`src/rtl/ex_shift_issue.sv`:
```
// Two-stage execute slice wrapped around an external RV32I shifter.
// S1 (issue) drives the shifter operands; S2 (result) captures the shifter
// output for the memory stage. Operands are resolved through forwarding at
// acceptance time.
module ex_shift_issue (
  input  logic        clk,
  input  logic        rst_n,
  input  logic        dec_valid,
  output logic        dec_ready,
  input  logic [2:0]  dec_funct3,
  input  logic        dec_funct7_b5,
  input  logic        dec_is_imm,
  input  logic [4:0]  dec_imm,
  input  logic [4:0]  dec_rs1,
  input  logic [4:0]  dec_rs2,
  input  logic [4:0]  dec_rd,
  input  logic [31:0] dec_rs1_val,
  input  logic [31:0] dec_rs2_val,
  input  logic        mem_fwd_valid,
  input  logic [4:0]  mem_fwd_rd,
  input  logic [31:0] mem_fwd_data,
  input  logic        wb_fwd_valid,
  input  logic [4:0]  wb_fwd_rd,
  input  logic [31:0] wb_fwd_data,
  input  logic        flush,
  output logic [31:0] sh_in,
  output logic [31:0] sh_shamt,
  output logic [2:0]  sh_type,
  input  logic [31:0] sh_out,
  output logic        ex_valid,
  input  logic        ex_ready,
  output logic [4:0]  ex_rd,
  output logic [31:0] ex_result,
  output logic        ex_illegal
);

  localparam int unsigned XLEN   = 32;
  localparam int unsigned REG_W  = 5;
  localparam int unsigned TYPE_W = 3;

  localparam logic [TYPE_W-1:0] T_SLL = 3'b000;
  localparam logic [TYPE_W-1:0] T_SRL = 3'b001;
  localparam logic [TYPE_W-1:0] T_SRA = 3'b010;
  localparam logic [TYPE_W-1:0] T_ILL = 3'b111;

  // S1 issue register
  logic              s1_valid;
  logic [XLEN-1:0]   s1_in;
  logic [REG_W-1:0]  s1_shamt;
  logic [TYPE_W-1:0] s1_type;
  logic [REG_W-1:0]  s1_rd;
  logic              s1_illegal;

  // handshake and decode intermediates
  logic              s2_free;
  logic              s1_adv;
  logic              s1_load;
  logic [XLEN-1:0]   s1_result;
  logic [TYPE_W-1:0] dec_type;
  logic              dec_illegal;
  logic [XLEN-1:0]   rs1_res;
  logic [XLEN-1:0]   rs2_res;
  logic [REG_W-1:0]  dec_shamt;

  // Picks the youngest in-flight producer of idx; x0 always reads the register file.
  function automatic logic [XLEN-1:0] resolve(
    input logic [REG_W-1:0] idx,
    input logic [XLEN-1:0]  rf_val,
    input logic             s1_v,
    input logic [REG_W-1:0] s1_r,
    input logic [XLEN-1:0]  s1_d,
    input logic             s2_v,
    input logic [REG_W-1:0] s2_r,
    input logic [XLEN-1:0]  s2_d,
    input logic             m_v,
    input logic [REG_W-1:0] m_r,
    input logic [XLEN-1:0]  m_d,
    input logic             w_v,
    input logic [REG_W-1:0] w_r,
    input logic [XLEN-1:0]  w_d
  );
    logic [XLEN-1:0] val;
    val = rf_val;
    if (idx != '0) begin
      if (s1_v && s1_r == idx)      val = s1_d;
      else if (s2_v && s2_r == idx) val = s2_d;
      else if (m_v && m_r == idx)   val = m_d;
      else if (w_v && w_r == idx)   val = w_d;
    end
    return val;
  endfunction

  // Pipeline handshake: S2 drains or refills each cycle, S1 follows S2.
  always_comb begin
    s2_free   = !ex_valid || ex_ready;
    s1_adv    = s1_valid && s2_free;
    dec_ready = !s1_valid || s2_free;
    s1_load   = dec_valid && dec_ready;
  end

  // Value the S1 instruction will retire with; illegal ops produce zero.
  always_comb begin
    s1_result = s1_illegal ? '0 : sh_out;
  end

  // Map funct3/funct7[5] onto the shifter operation code.
  always_comb begin
    dec_type    = T_ILL;
    dec_illegal = 1'b1;
    if (dec_funct3 == 3'b001 && !dec_funct7_b5) begin
      dec_type    = T_SLL;
      dec_illegal = 1'b0;
    end else if (dec_funct3 == 3'b101 && !dec_funct7_b5) begin
      dec_type    = T_SRL;
      dec_illegal = 1'b0;
    end else if (dec_funct3 == 3'b101 && dec_funct7_b5) begin
      dec_type    = T_SRA;
      dec_illegal = 1'b0;
    end
  end

  // Resolve both sources; immediate form takes its shift amount from the instruction.
  always_comb begin
    rs1_res = resolve(dec_rs1, dec_rs1_val, s1_valid, s1_rd, s1_result,
                      ex_valid, ex_rd, ex_result, mem_fwd_valid, mem_fwd_rd,
                      mem_fwd_data, wb_fwd_valid, wb_fwd_rd, wb_fwd_data);
    rs2_res = resolve(dec_rs2, dec_rs2_val, s1_valid, s1_rd, s1_result,
                      ex_valid, ex_rd, ex_result, mem_fwd_valid, mem_fwd_rd,
                      mem_fwd_data, wb_fwd_valid, wb_fwd_rd, wb_fwd_data);
    dec_shamt = dec_is_imm ? dec_imm : rs2_res[REG_W-1:0];
  end

  // S1 occupancy: flush wins, then load, then drain into S2.
  always_ff @(posedge clk or negedge rst_n) begin
    if (!rst_n)       s1_valid <= 1'b0;
    else if (flush)   s1_valid <= 1'b0;
    else if (s1_load) s1_valid <= 1'b1;
    else if (s1_adv)  s1_valid <= 1'b0;
  end

  // S1 payload captured at acceptance.
  always_ff @(posedge clk or negedge rst_n) begin
    if (!rst_n) begin
      s1_in      <= '0;
      s1_shamt   <= '0;
      s1_type    <= T_ILL;
      s1_rd      <= '0;
      s1_illegal <= 1'b0;
    end else if (s1_load) begin
      s1_in      <= rs1_res;
      s1_shamt   <= dec_shamt;
      s1_type    <= dec_type;
      s1_rd      <= dec_rd;
      s1_illegal <= dec_illegal;
    end
  end

  // S2 occupancy: flush wins, then refill from S1, then consumption downstream.
  always_ff @(posedge clk or negedge rst_n) begin
    if (!rst_n)        ex_valid <= 1'b0;
    else if (flush)    ex_valid <= 1'b0;
    else if (s1_adv)   ex_valid <= 1'b1;
    else if (ex_ready) ex_valid <= 1'b0;
  end

  // S2 payload; holds while downstream stalls.
  always_ff @(posedge clk or negedge rst_n) begin
    if (!rst_n) begin
      ex_rd      <= '0;
      ex_result  <= '0;
      ex_illegal <= 1'b0;
    end else if (s1_adv) begin
      ex_rd      <= s1_rd;
      ex_result  <= s1_result;
      ex_illegal <= s1_illegal;
    end
  end

  // Shifter operands come straight from the issue register.
  always_comb begin
    sh_in    = s1_in;
    sh_shamt = {{(XLEN-REG_W){1'b0}}, s1_shamt};
    sh_type  = s1_type;
  end

endmodule

```
`config.mk`:
```
export PLATFORM = sky130hd
export DESIGN_NAME = ex_shift_issue
export DESIGN_NICKNAME = d
export VERILOG_FILES = /design/src/rtl/ex_shift_issue.sv
export SDC_FILE = /design/constraint.sdc
export NUM_CORES = 1
export LEC_CHECK = 0
export BUFFER_PORTS_ARGS = -buffer_cell sky130_fd_sc_hd__buf_2
export CORE_ASPECT_RATIO = 0.6
export CORE_MARGIN = 5
export CORE_UTILIZATION = 41
export CTS_CLUSTER_SIZE = 40
export DETAILED_ROUTE_END_ITERATION = 6
export GPL_TIMING_DRIVEN = 0
export PLACE_DENSITY = 0.83
export SLEW_MARGIN = 20
export SYNTH_ARGS = -nofsm -noshare
export SYNTH_HDL_FRONTEND = slang
export SYNTH_SLANG_ARGS = --single-unit
```
`constraint.sdc`:
```
create_clock -name clk -period 1.9 [get_ports clk]
set_input_delay 0.095 -clock clk [delete_from_list [all_inputs] [get_ports clk]]
set_output_delay 0.095 -clock clk [all_outputs]
set_load 0.02 [all_outputs]
```
# Yosys cells after proc, flatten, opt, wreduce, memory -nomap -nowiden

Cells that the tools add are included.
Widths: inputs -> output; s select.

Register bits after elaboration: 86
Output and inout port bits: 107

Reduce and logical (&&, ||, !) cells: 22
Mux-type cells: 24
Equal/unequal tests: 10

Operator list:

| operator           | count |
|---|---|
| $mux 32            | 6 |
| $eq 5x5->1         | 8 |
| $mux 5             | 6 |
| $logic_and 1x1->1  | 13 |
| $reduce_bool 5->1  | 2 |
| $mux 1             | 9 |
| $mux 3             | 3 |
| $reduce_bool 3->1  | 2 |
| $eq 3x1->1 const B | 1 |
| $eq 3x3->1 const B | 1 |
| $logic_not 1->1    | 3 |
| $logic_or 1x1->1   | 2 |

# Depth between registers and ports, before layout

Depth in word-level cells: 8
Depth in mapped cells: 9
Gate-level depth less buffers: 6

# Least setup slack after synthesis

OpenSTA, ideal clock, no wires.

Kind: flip-flop to flip-flop
From: register ex_valid
To: register s1_in[3] (netlist: sh_in[3])
Cell stages (with the launch flop): 9
Data arrival time: 1.916 ns
Required time: 1.769 ns
Path buffers: 2
Path slack: -0.147 ns
Clock period less this slack: 2.047 ns
Path through: dfrtp_1 -> nor2b_1 -> nand2_1 -> nand2_1 -> or3_1 -> clkbuf_1 -> clkbuf_1 -> o22ai_1 -> a21oi_2

Longest elaborated chain between the ends: 4
Elaborated cells between the ends (all ways): 8

RTL lines:

| item                   | RTL line | text |
|---|---|---|
| from (decl)            | 30       | `output logic ex_valid,` |
| from (signal assigned) | 160      | `if (!rst_n) ex_valid <= 1'b0;` |
| from (signal assigned) | 161      | `else if (flush) ex_valid <= 1'b0;` |
| from (signal assigned) | 162      | `else if (s1_adv) ex_valid <= 1'b1;` |
| $logic_not 1->1        | 95       | `s2_free = !ex_valid \|\| ex_ready;` |
| $logic_or 1x1->1       | 95       |  |
| $logic_or 1x1->1       | 97       | `dec_ready = !s1_valid \|\| s2_free;` |
| net dec_ready          | 9        | `output logic dec_ready,` |
| $logic_and 1x1->1      | 98       | `s1_load = dec_valid && dec_ready;` |
| to (signal assigned)   | 150      | `s1_in <= rs1_res;` |
| to (decl)              | 48       | `logic [XLEN-1:0] s1_in;` |

The timed path passes the listed nets, and every way through them passes these cells.
A chain may end at the register's enable or synchronous reset.

# Final worst setup path

From: register s1_rd[3]
To: register s1_in[16] (netlist: sh_in[16])

Longest elaborated chain between the ends: 4

RTL lines:

| item                   | RTL line | text |
|---|---|---|
| from (decl)            | 51       | `logic [REG_W-1:0] s1_rd;` |
| from (signal assigned) | 153      | `s1_rd <= dec_rd;` |
| $eq 5x5->1             | 85       | `if (s1_v && s1_r == idx) val = s1_d;` |
| $logic_and 1x1->1      | 85       |  |
| $mux 32                | 85       |  |
| $mux 32                | 84       | `if (idx != '0) begin` |

Every way passes these cells.

==> results.toml <==
[synthesis]
synth_common_cells = "dfrtp_1, nor2_1, clkbuf_1"
ys_seq_elements = 86
synth_area_sq_um = 5654
ys.flop_type = "dfrtp_1"
synth_top_cells_by_area = "dfrtp_1, mux2_2, mux2i_1, a211o_1, a221oi_1"
synth_edf_count = 0
yosysMostFrequentCell = "dfrtp_1"
synth_seq_area_share_pct = 38.13
ys_warn_count = 0
syn_inst = 598
synthArstFlopShare_pct = 100.0
ys_types = 43
avgSynthCellArea_sq_um = 9.455
synth_top_cell_by_area = "dfrtp_1"
yosysTopAreaCellShare_pct = 36.73

[final_layout]
design_area_sq_um = 8219
regArea_sq_um = 2161
multiInputGateArea_sq_um = 3510
drive_gt1_share_pct = 47.45
nets = 1099
area_growth_pct = 45.36
n_fill_cell = 1218
antenna_cells = 0

[clock_tree]
cts-root-buf = "clkbuf_16"
cts_sinks = 86
clk_pin_slew_ns = 0.08
cts_tree = "yes"
clk_latency_ns = 0.34
cts_made_buffers = 9
clk_path_buf_depth = 2
cts.htree.levels = 3

[grt]
grt_overflow = 0
grtUsageTotal_pct = 27.15
grt_pass1_vias = 6286
grt_pass1_wl_mm = 34.40
grt_max_degree = 46
antenna_found_initial = 1

[job]
cap_violations = 0

[timing]
worstMarginPinSlew_ns = 0.6732
fmax_mhz = 503.7
setup_violations = 32
hold_viol_final = 0
fin_crit_sh_pct = 104.5
fin_skew_ns = 0.01068
slew_violations = 0
relSlewSlack_pct = 54.91
period_needed_ns = 1.985
timing.hold.ws_ns = 0.01655
rsz0062_at_grt = "yes"
setup_slack_ns = -0.08543

[place]
place_congestion = 0.9604
portBuffers = 245
dpl_cell_area_sq_um = 7237
hpwl_mm = 17.14

[power]
leakagePower_nw = 3.985
power_density_nw_per_um2 = 703.8
ir_drop_v = 0.0003375

[floorplan]
core_sq_um = 13580
die_area_sq_um = 16320
fp.dieW_microns = 161.6
start_util_pct = 41.62
die_height_microns = 101.0
num_io_pins = 309
rows = 33

[drt]
detail-route-antenna-nets = 0
detail_route.wl_per_cell_microns = 21.23
wl_mm = 22.87
drtPass1Iterations = 5
via_count = 6074
drt-initial-drc-count = 358
viasPerCell = 5.640
drc = 0

[min_path]
whs_path_depth = 3
worstHoldPathType = "input pin to register"
whs_endpoint = "sh_type[0]$_DFFE_PN1P_"
min_from = "dec_funct7_b5"

[status]
status = "complete, but fails checks"
violations = "negative setup slack"

[setup_path]
worst_setup_path_end_kind = "register"
required_ns = 2.12
criticalPathCategory = "register to register"
reg2reg_to = "sh_in[16]$_DFFE_PN0P_"
cp_max_fo = 10
reg2regPathDepth = 8
critPathLaunchType = "register"
arrival_ns = 2.20
rrSetupSlack_ns = -0.09
rr_startpoint = "s1_rd[3]$_DFFE_PN0P_"
## kinds of logic after synthesis
family | share of synthesized area [%]
other | 0.06632
and+or+nand+nor | 13.32
xor gates and xnor gates | 5.731
muxes | 12.41
AOI/OAI and AO/OA | 21.42
DFF | 38.13
buffers and inverters | 8.918
## stage by stage
stage	power (mW)	setup slack, ns	setup TNS [ns]	std cells	util, %
after floorplan	3.100	0.0004328	0	624	-
after global placement	3.700	-0.7948	-37.35	1044	53.05
after detailed placement	3.745	-0.8312	-33.63	1045	53.27
after CTS	5.728	-0.08325	-0.6336	1076	58.65
after global routing	6.050	-0.1534	-4.224	1077	60.50
final	5.784	-0.08543	-1.134	1077	60.50
## layout make-up
cell class	count	area share [%]
clock inverters	7	1.020
well taps	175	2.664
flip-flops and latches	86	26.29
clock buffers	9	2.740
inverters	9	0.4110
repair buffers	264	17.22
multi-input cells	452	42.70
plain buffers	75	6.957
## report_power, final
part | total [mW] | switching [mW] | internal (mW)
clock | 1.91 | 0.855 | 1.05
combinational | 1.66 | 0.952 | 0.707
sequential | 2.22 | 0.187 | 2.03
total | 5.78 | 1.99 | 3.79
## registers in the layout, indices dropped and copies added (netlist names)
name,flops
ex_result,32
sh_in,32
ex_rd,5
s1_rd,5
s1_shamt,5
sh_type,3
ex_illegal,1
ex_valid,1
s1_illegal,1
s1_valid,1
## repair_timing
action	in CTS	in global routing
gates cloned	0	0
endpoints found under the hold margin	49	0
endpoints found under the setup margin	72	39
gates resized for setup	69	42
setup buffers	9	1
hold buffers	8	0
pin swaps	7	19
## critical path, stage by stage, from the launching register on
cell       delay, ns
dfrtp_1         0.41
xor2_1          0.16
nor4_1          0.29
and3_1          0.21
buf_6           0.13
nor2_4          0.08
clkbuf_16       0.19
a221oi_4        0.30
a21oi_2         0.09
## per-layer routing
layer  global-route usage [%]  part of all wire [%]
met1                    36.15                    42
met2                    42.70                    45
met3                    8.255                    10
met4                    8.650                   2.6
met5                        0                 0.079
## cell usage in the layout, fill, tap and decap left out, types with 4 or more instances in the layout
| master | netlist | final |
|---|---|---|
| inv_6 | 0 | 4 |
| dfrtp_1 | 83 | 79 |
| dfrtp_2 | 0 | 4 |
| mux2_2 | 33 | 33 |
| a221oi_4 | 0 | 9 |
| nand2b_1 | 10 | 8 |
| a221oi_1 | 32 | 4 |
| buf_2 | 4 | 250 |
| clkbuf_2 | 0 | 10 |
| a211o_1 | 32 | 32 |
| a221oi_2 | 0 | 19 |
| conb_1 | 1 | 27 |
| nor4_1 | 6 | 4 |
| clkbuf_16 | 0 | 10 |
| a21oi_2 | 5 | 6 |
| buf_4 | 28 | 37 |
| xor2_1 | 24 | 23 |
| nor2_1 | 40 | 39 |
| a21oi_1 | 36 | 34 |
| a41oi_2 | 0 | 5 |
| mux2i_1 | 33 | 33 |
| nand2_1 | 34 | 32 |
| inv_1 | 9 | 9 |
| clkbuf_1 | 37 | 15 |
| nor2b_1 | 29 | 28 |
| buf_6 | 3 | 7 |
| xnor2_1 | 13 | 13 |
| dlygate4sd3_1 | 0 | 8 |
| o22ai_1 | 32 | 32 |
| nand3b_1 | 5 | 5 |
| o2111ai_1 | 4 | 4 |
| o21ai_0 | 14 | 14 |
| nand3_1 | 13 | 12 |
## worst max path at each step
stage / from / end / slack [ns] / depth (start not counted)
final: s1_rd[3]$_DFFE_PN0P_ / sh_in[16]$_DFFE_PN0P_ / -0.09 / 8
after global routing: s1_rd[3]$_DFFE_PN0P_ / sh_in[16]$_DFFE_PN0P_ / -0.15 / 8
after CTS: ex_rd[4]$_DFFE_PN0P_ / sh_in[1]$_DFFE_PN0P_ / -0.08 / 7
after detailed placement: ex_valid$_DFFE_PN0P_ / sh_in[31]$_DFFE_PN0P_ / -0.83 / 6
after global placement: ex_valid$_DFFE_PN0P_ / sh_in[31]$_DFFE_PN0P_ / -0.79 / 6
after floorplan: ex_valid$_DFFE_PN0P_ / sh_in[3]$_DFFE_PN0P_ / 0.0004 / 8
Note: power is estimated with default switching activity, not from simulation.
